`config.mk`:
```
export PLATFORM = sky130hd
export DESIGN_NAME = fetch_sequencer
export DESIGN_NICKNAME = d
export VERILOG_FILES = /design/src/rtl/fetch_sequencer.sv
export SDC_FILE = /design/constraint.sdc
export NUM_CORES = 1
export LEC_CHECK = 0
export ABC_CLOCK_PERIOD_IN_PS = 3800
export BUFFER_PORTS_ARGS = -buffer_cell sky130_fd_sc_hd__buf_4
export CORE_MARGIN = 3
export CORE_UTILIZATION = 28
export CTS_CLUSTER_SIZE = 25
export DETAILED_ROUTE_END_ITERATION = 10
export SYNTH_ARGS = -nofsm -noshare
export SYNTH_HDL_FRONTEND = slang
export SYNTH_SLANG_ARGS = --single-unit
```
`constraint.sdc`:
```
create_clock -name clock -period 3.8 [get_ports clock]
set_input_delay 0.38 -clock clock [delete_from_list [all_inputs] [get_ports clock]]
set_output_delay 0.38 -clock clock [all_outputs]
set_load 0.02 [all_outputs]
```
`src/rtl/fetch_sequencer.sv`:
```
// Instruction fetch sequencer: eight-subcycle machine-cycle counter, address
// nibble drive during A1..A3, and one/two-word instruction assembly from M1/M2.
module fetch_sequencer (
   input  logic       clock,
   input  logic       reset_n,
   input  logic       stall,
   input  logic [3:0] pc_word,
   input  logic       pc_enable,
   input  logic [3:0] bus_in,
   output logic [2:0] cycle,
   output logic       sync,
   output logic [3:0] bus_out,
   output logic       bus_oe,
   output logic [3:0] opr,
   output logic [3:0] opa,
   output logic [7:0] word2,
   output logic       two_word,
   output logic       inst_valid
);

   localparam int unsigned NIB_W = 4;
   localparam int unsigned CYC_W = 3;

   localparam logic [CYC_W-1:0] CYC_A3 = CYC_W'(2);
   localparam logic [CYC_W-1:0] CYC_M1 = CYC_W'(3);
   localparam logic [CYC_W-1:0] CYC_M2 = CYC_W'(4);
   localparam logic [CYC_W-1:0] CYC_X3 = CYC_W'(7);

   typedef enum logic {
      FIRST  = 1'b0,
      SECOND = 1'b1
   } fetch_state_t;

   fetch_state_t     state;
   fetch_state_t     state_next;
   logic [NIB_W-1:0] hi;
   logic             decode;
   logic             load_first;
   logic             load_second;
   logic             valid_next;
   logic             addr_phase;

   // Opcodes that carry a second instruction byte (JCN, FIM, JUN, JMS, ISZ).
   always_comb begin
      decode = 1'b0;
      case (hi)
         4'b0001, 4'b0100, 4'b0101, 4'b0111: decode = 1'b1;
         4'b0010:                            decode = ~bus_in[0];
         default:                            decode = 1'b0;
      endcase
   end

   // Fetch FSM state register.
   always_ff @(posedge clock) begin
      if (!reset_n) begin
         state <= FIRST;
      end else begin
         state <= state_next;
      end
   end

   // Fetch FSM next state; only the M2 subcycle advances the fetch.
   always_comb begin
      state_next  = state;
      load_first  = 1'b0;
      load_second = 1'b0;
      valid_next  = 1'b0;
      if (cycle == CYC_M2) begin
         case (state)
            FIRST: begin
               load_first = 1'b1;
               if (decode) begin
                  state_next = SECOND;
               end else begin
                  valid_next = 1'b1;
               end
            end
            SECOND: begin
               load_second = 1'b1;
               state_next  = FIRST;
               valid_next  = 1'b1;
            end
         endcase
      end
   end

   // Subcycle counter and instruction registers.
   always_ff @(posedge clock) begin
      if (!reset_n) begin
         cycle      <= '0;
         hi         <= '0;
         opr        <= '0;
         opa        <= '0;
         word2      <= '0;
         two_word   <= 1'b0;
         inst_valid <= 1'b0;
      end else begin
         cycle      <= (cycle == CYC_X3 && stall) ? cycle : cycle + CYC_W'(1);
         inst_valid <= valid_next;
         if (cycle == CYC_M1) begin
            hi <= bus_in;
         end
         if (load_first) begin
            opr      <= hi;
            opa      <= bus_in;
            two_word <= decode;
         end
         if (load_second) begin
            word2 <= {hi, bus_in};
         end
      end
   end

   // Bus drive is combinational so the PC stack nibble reaches the bus in-cycle.
   always_comb begin
      addr_phase = (cycle <= CYC_A3);
      sync       = (cycle == CYC_X3);
      bus_oe     = addr_phase & pc_enable;
      bus_out    = bus_oe ? pc_word : '0;
   end

endmodule

```
==> run metrics <==
number of H-tree levels 1; # setup viols final 0; post-synth net total between 100 and 150; clock transition at the register clock pins on the worst setup and hold paths after CTS 90 ps; Mapped Cells ~100; Synth top area share 0.470; x dimension of the die ~70 µm; count of cells resized by post-cts repair 0; global-route wire length before repair 3.80 mm; area of all placed cells without fillers 1510 µm²; maximum resistive drop on vdd approximately 0.00017 V; count of yosys warnings during synthesis 0; final core area utilization 0.403; synthesis-to-layout area growth 36.1%; number of library cell types mapped by synthesis 21; Core Box Area approximately 3700 µm²; starting density of the core 0.296; Top FF cell, synth sky130_fd_sc_hd__dfxtp_1; post-detailed-placement cell area between 1000 and 1500 µm²; Diodes inserted 0; TritonCTS clock tree yes; Area contributors post-synth sky130_fd_sc_hd__dfxtp_1 47%, sky130_fd_sc_hd__mux2i_1 18%, sky130_fd_sc_hd__nor2b_1 12%; total of hold buffers inserted after clock tree synthesis 0; worst min-delay path class in2reg; routed vias/inst ~4.4; post-detailed-placement half-perimeter wirelength around 1.8 mm; Total Routing Usage GR 0.107; max-slew violations 0; most common cell in the netlist sky130_fd_sc_hd__dfxtp_1; FMAX 536 MHz; critical-path maximum fanout 5; largest area contributor in the netlist sky130_fd_sc_hd__dfxtp_1; endpoint required time on the critical path between 3000 and 4000 ps; Async SR Flop Fraction 0; Top Family by Delay on Critical Path flip-flops; full die area ~4700 µm²; biggest cell delay along the critical path 360 ps; ranking of synthesized cells by instance count 26 x sky130_fd_sc_hd__dfxtp_1, 21 x sky130_fd_sc_hd__nor2b_1, 20 x sky130_fd_sc_hd__mux2i_1; Clk Latency, worst-skew pair between 200 and 300 ps; I/O pin cnt 39; sequential fraction of the synthesis area 0.470; WS Path Type reg2out; number of max-cap violations 0; height of the chip slightly below 70 µm; Total Neg Setup Slack 0 ps; average routed wire per standard cell roughly 12 µm; maximum clock insertion buffer count 2; DRC violations left 0; initial antenna violation count 0; detailed-routing iteration count for the pre-antenna-repair pass 3; cell type of the slowest stage on the worst timing path sky130_fd_sc_hd__dfxtp_1; worst-margin pin slew approximately 610 ps; number of DRC markers in iteration 0 12; power density relative to cell area about 380 nW/µm²; count of endpoints failing hold in the final timing report 0; Post-Syn Area approximately 1100 µm²; Buffers & Inverters on Critical Path 2; headroom to the max-slew limit 0.590; CP endpoint kind primary output; total length of routed wires 2.33 mm; pin count of the biggest net entering global routing 27; result of the run finished, final reports clean; Post-synth EDFFs 0; antenna-violating nets left 0; share of final-layout standard cells stronger than drive strength 1 0.312; Post CTS Setup Buffer Count 0; GRT Residual Overflow 0; GP Congestion just under 0.7; root buffer selected by CTS sky130_fd_sc_hd__clkbuf_8; Period minus WS final around 1900 ps; final period utilization 0.491; input/output buffers 38; crit start category register; # clock sinks 26; crit-path cells inv_1 -> ha_1 -> o211a_1 -> and2_1 -> buf_4; Pleak between 0.7 and 0.8 nW; synthesized area per cell 10.8 µm²; setup repair after global routing missed its margin false; clock tree skew after final layout between 4 and 5 ps; total via count after detailed routing slightly above 800; net count reported at finish around 160; total of flip-flops plus latches after synthesis 26; vias in the first global route between 800 and 900; row cnt 22; TritonCTS buffer count 3; CP Data Arrival Time between 1000 and 1500 ps
[area by class of cell]
| cell class | count | area, µm² |
|---|---|---|
| clock inverters | 1 | 30.0 |
| inverters | 3 | 11.3 |
| clock buffers | 3 | 41.3 |
| flip-flops and latches | 26 | 520 |
| well taps | 48 | 60.1 |
| multi-input cells | 70 | 561 |
| fillers | 402 | 2230 |
| repair buffers | 38 | 285 |
[path summary, 6_finish.rpt]
path / from / end / slack [ps] / depth (start not counted)
worst min-delay path: bus_in[3] / opa[3] / 380 / 3
worst min register to register: opa[3] / opa[3] / 530 / 2
worst max-delay path: cycle[0] / bus_out[1] / 1940 / 5
worst max register to register: cycle[0] / two_word / 2150 / 4
[metrics by stage]
stage                     std cells  setup WS (ps)  power (mW)  hold WS (ps)
after floorplan                 103           2110       0.332           508
after global placement          185           2140       0.361           500
after detailed placement        185           2120       0.363           513
after CTS                       189           1920       0.588           381
after global routing            189           1830       0.606           391
final                           189           1940       0.579           385
[cell usage in the layout, fill, tap and decap left out]
master                      netlist  routed
sky130_fd_sc_hd__dfxtp_1         26      26
sky130_fd_sc_hd__o21bai_1         1       1
sky130_fd_sc_hd__o211a_1          2       2
sky130_fd_sc_hd__a32o_2           1       1
sky130_fd_sc_hd__inv_1            3       3
sky130_fd_sc_hd__and3_1           1       1
sky130_fd_sc_hd__a311oi_2         1       1
sky130_fd_sc_hd__ha_1             5       5
sky130_fd_sc_hd__buf_4            0      38
sky130_fd_sc_hd__nand2_1          5       5
sky130_fd_sc_hd__nand3_1          2       2
sky130_fd_sc_hd__mux2i_1         20      20
sky130_fd_sc_hd__bufinv_16        0       1
sky130_fd_sc_hd__nor2b_1         21      21
sky130_fd_sc_hd__xnor2_1          1       1
sky130_fd_sc_hd__nand3b_1         1       1
sky130_fd_sc_hd__clkbuf_8         0       3
sky130_fd_sc_hd__a21boi_0         1       1
sky130_fd_sc_hd__a21o_1           1       1
sky130_fd_sc_hd__and2_1           5       5
sky130_fd_sc_hd__a21oi_1          1       1
sky130_fd_sc_hd__or4b_1           1       1
[logic make-up (layout without fill, tap and decap cells)]
family / after synthesis / count (layout) / synth area share
AO/OA/AOI/OAI: 8 / 8 / 0.0666
XOR/XNOR: 1 / 1 / 0.00790
adder cells (fa/ha/maj): 5 / 5 / 0.0564
buffers and inverters: 7 / 45 / 0.0248
flip-flops: 26 / 26 / 0.470
multiplexers: 20 / 20 / 0.181
AND/OR/NAND/NOR: 36 / 36 / 0.194
[where the power goes]
part / internal (mW) / switching [mW]
clock network: 0.141 / 0.0828
registers: 0.278 / 0.00655
logic: 0.0356 / 0.0353
[per-layer routing]
metal | routed length (µm) | up-vias | part of all wire | GRT usage
li1 | - | 426 | - | -
met1 | 908 | 382 | 0.39 | 0.120
met2 | 1250 | 17 | 0.54 | 0.193
met3 | 136 | 4 | 0.058 | 0.0243
met4 | 29 | 0 | 0.012 | 0.0438
met5 | 0 | - | 0 | 0
[sequential cells by signal (all words and copies together), names as in the netlist]
register and count:
inst_valid 1, cycle 3, hi 4, word2 8
two_word 1, opr 4, opa 4, state 1
[tightest hold or removal path: cells and delay by family]
kind                   cells  cell delay, ps
and+or+nand+nor            1              90
buffers and inverters      1              90
muxes                      1              50
Power figures use the tool's default switching activity.
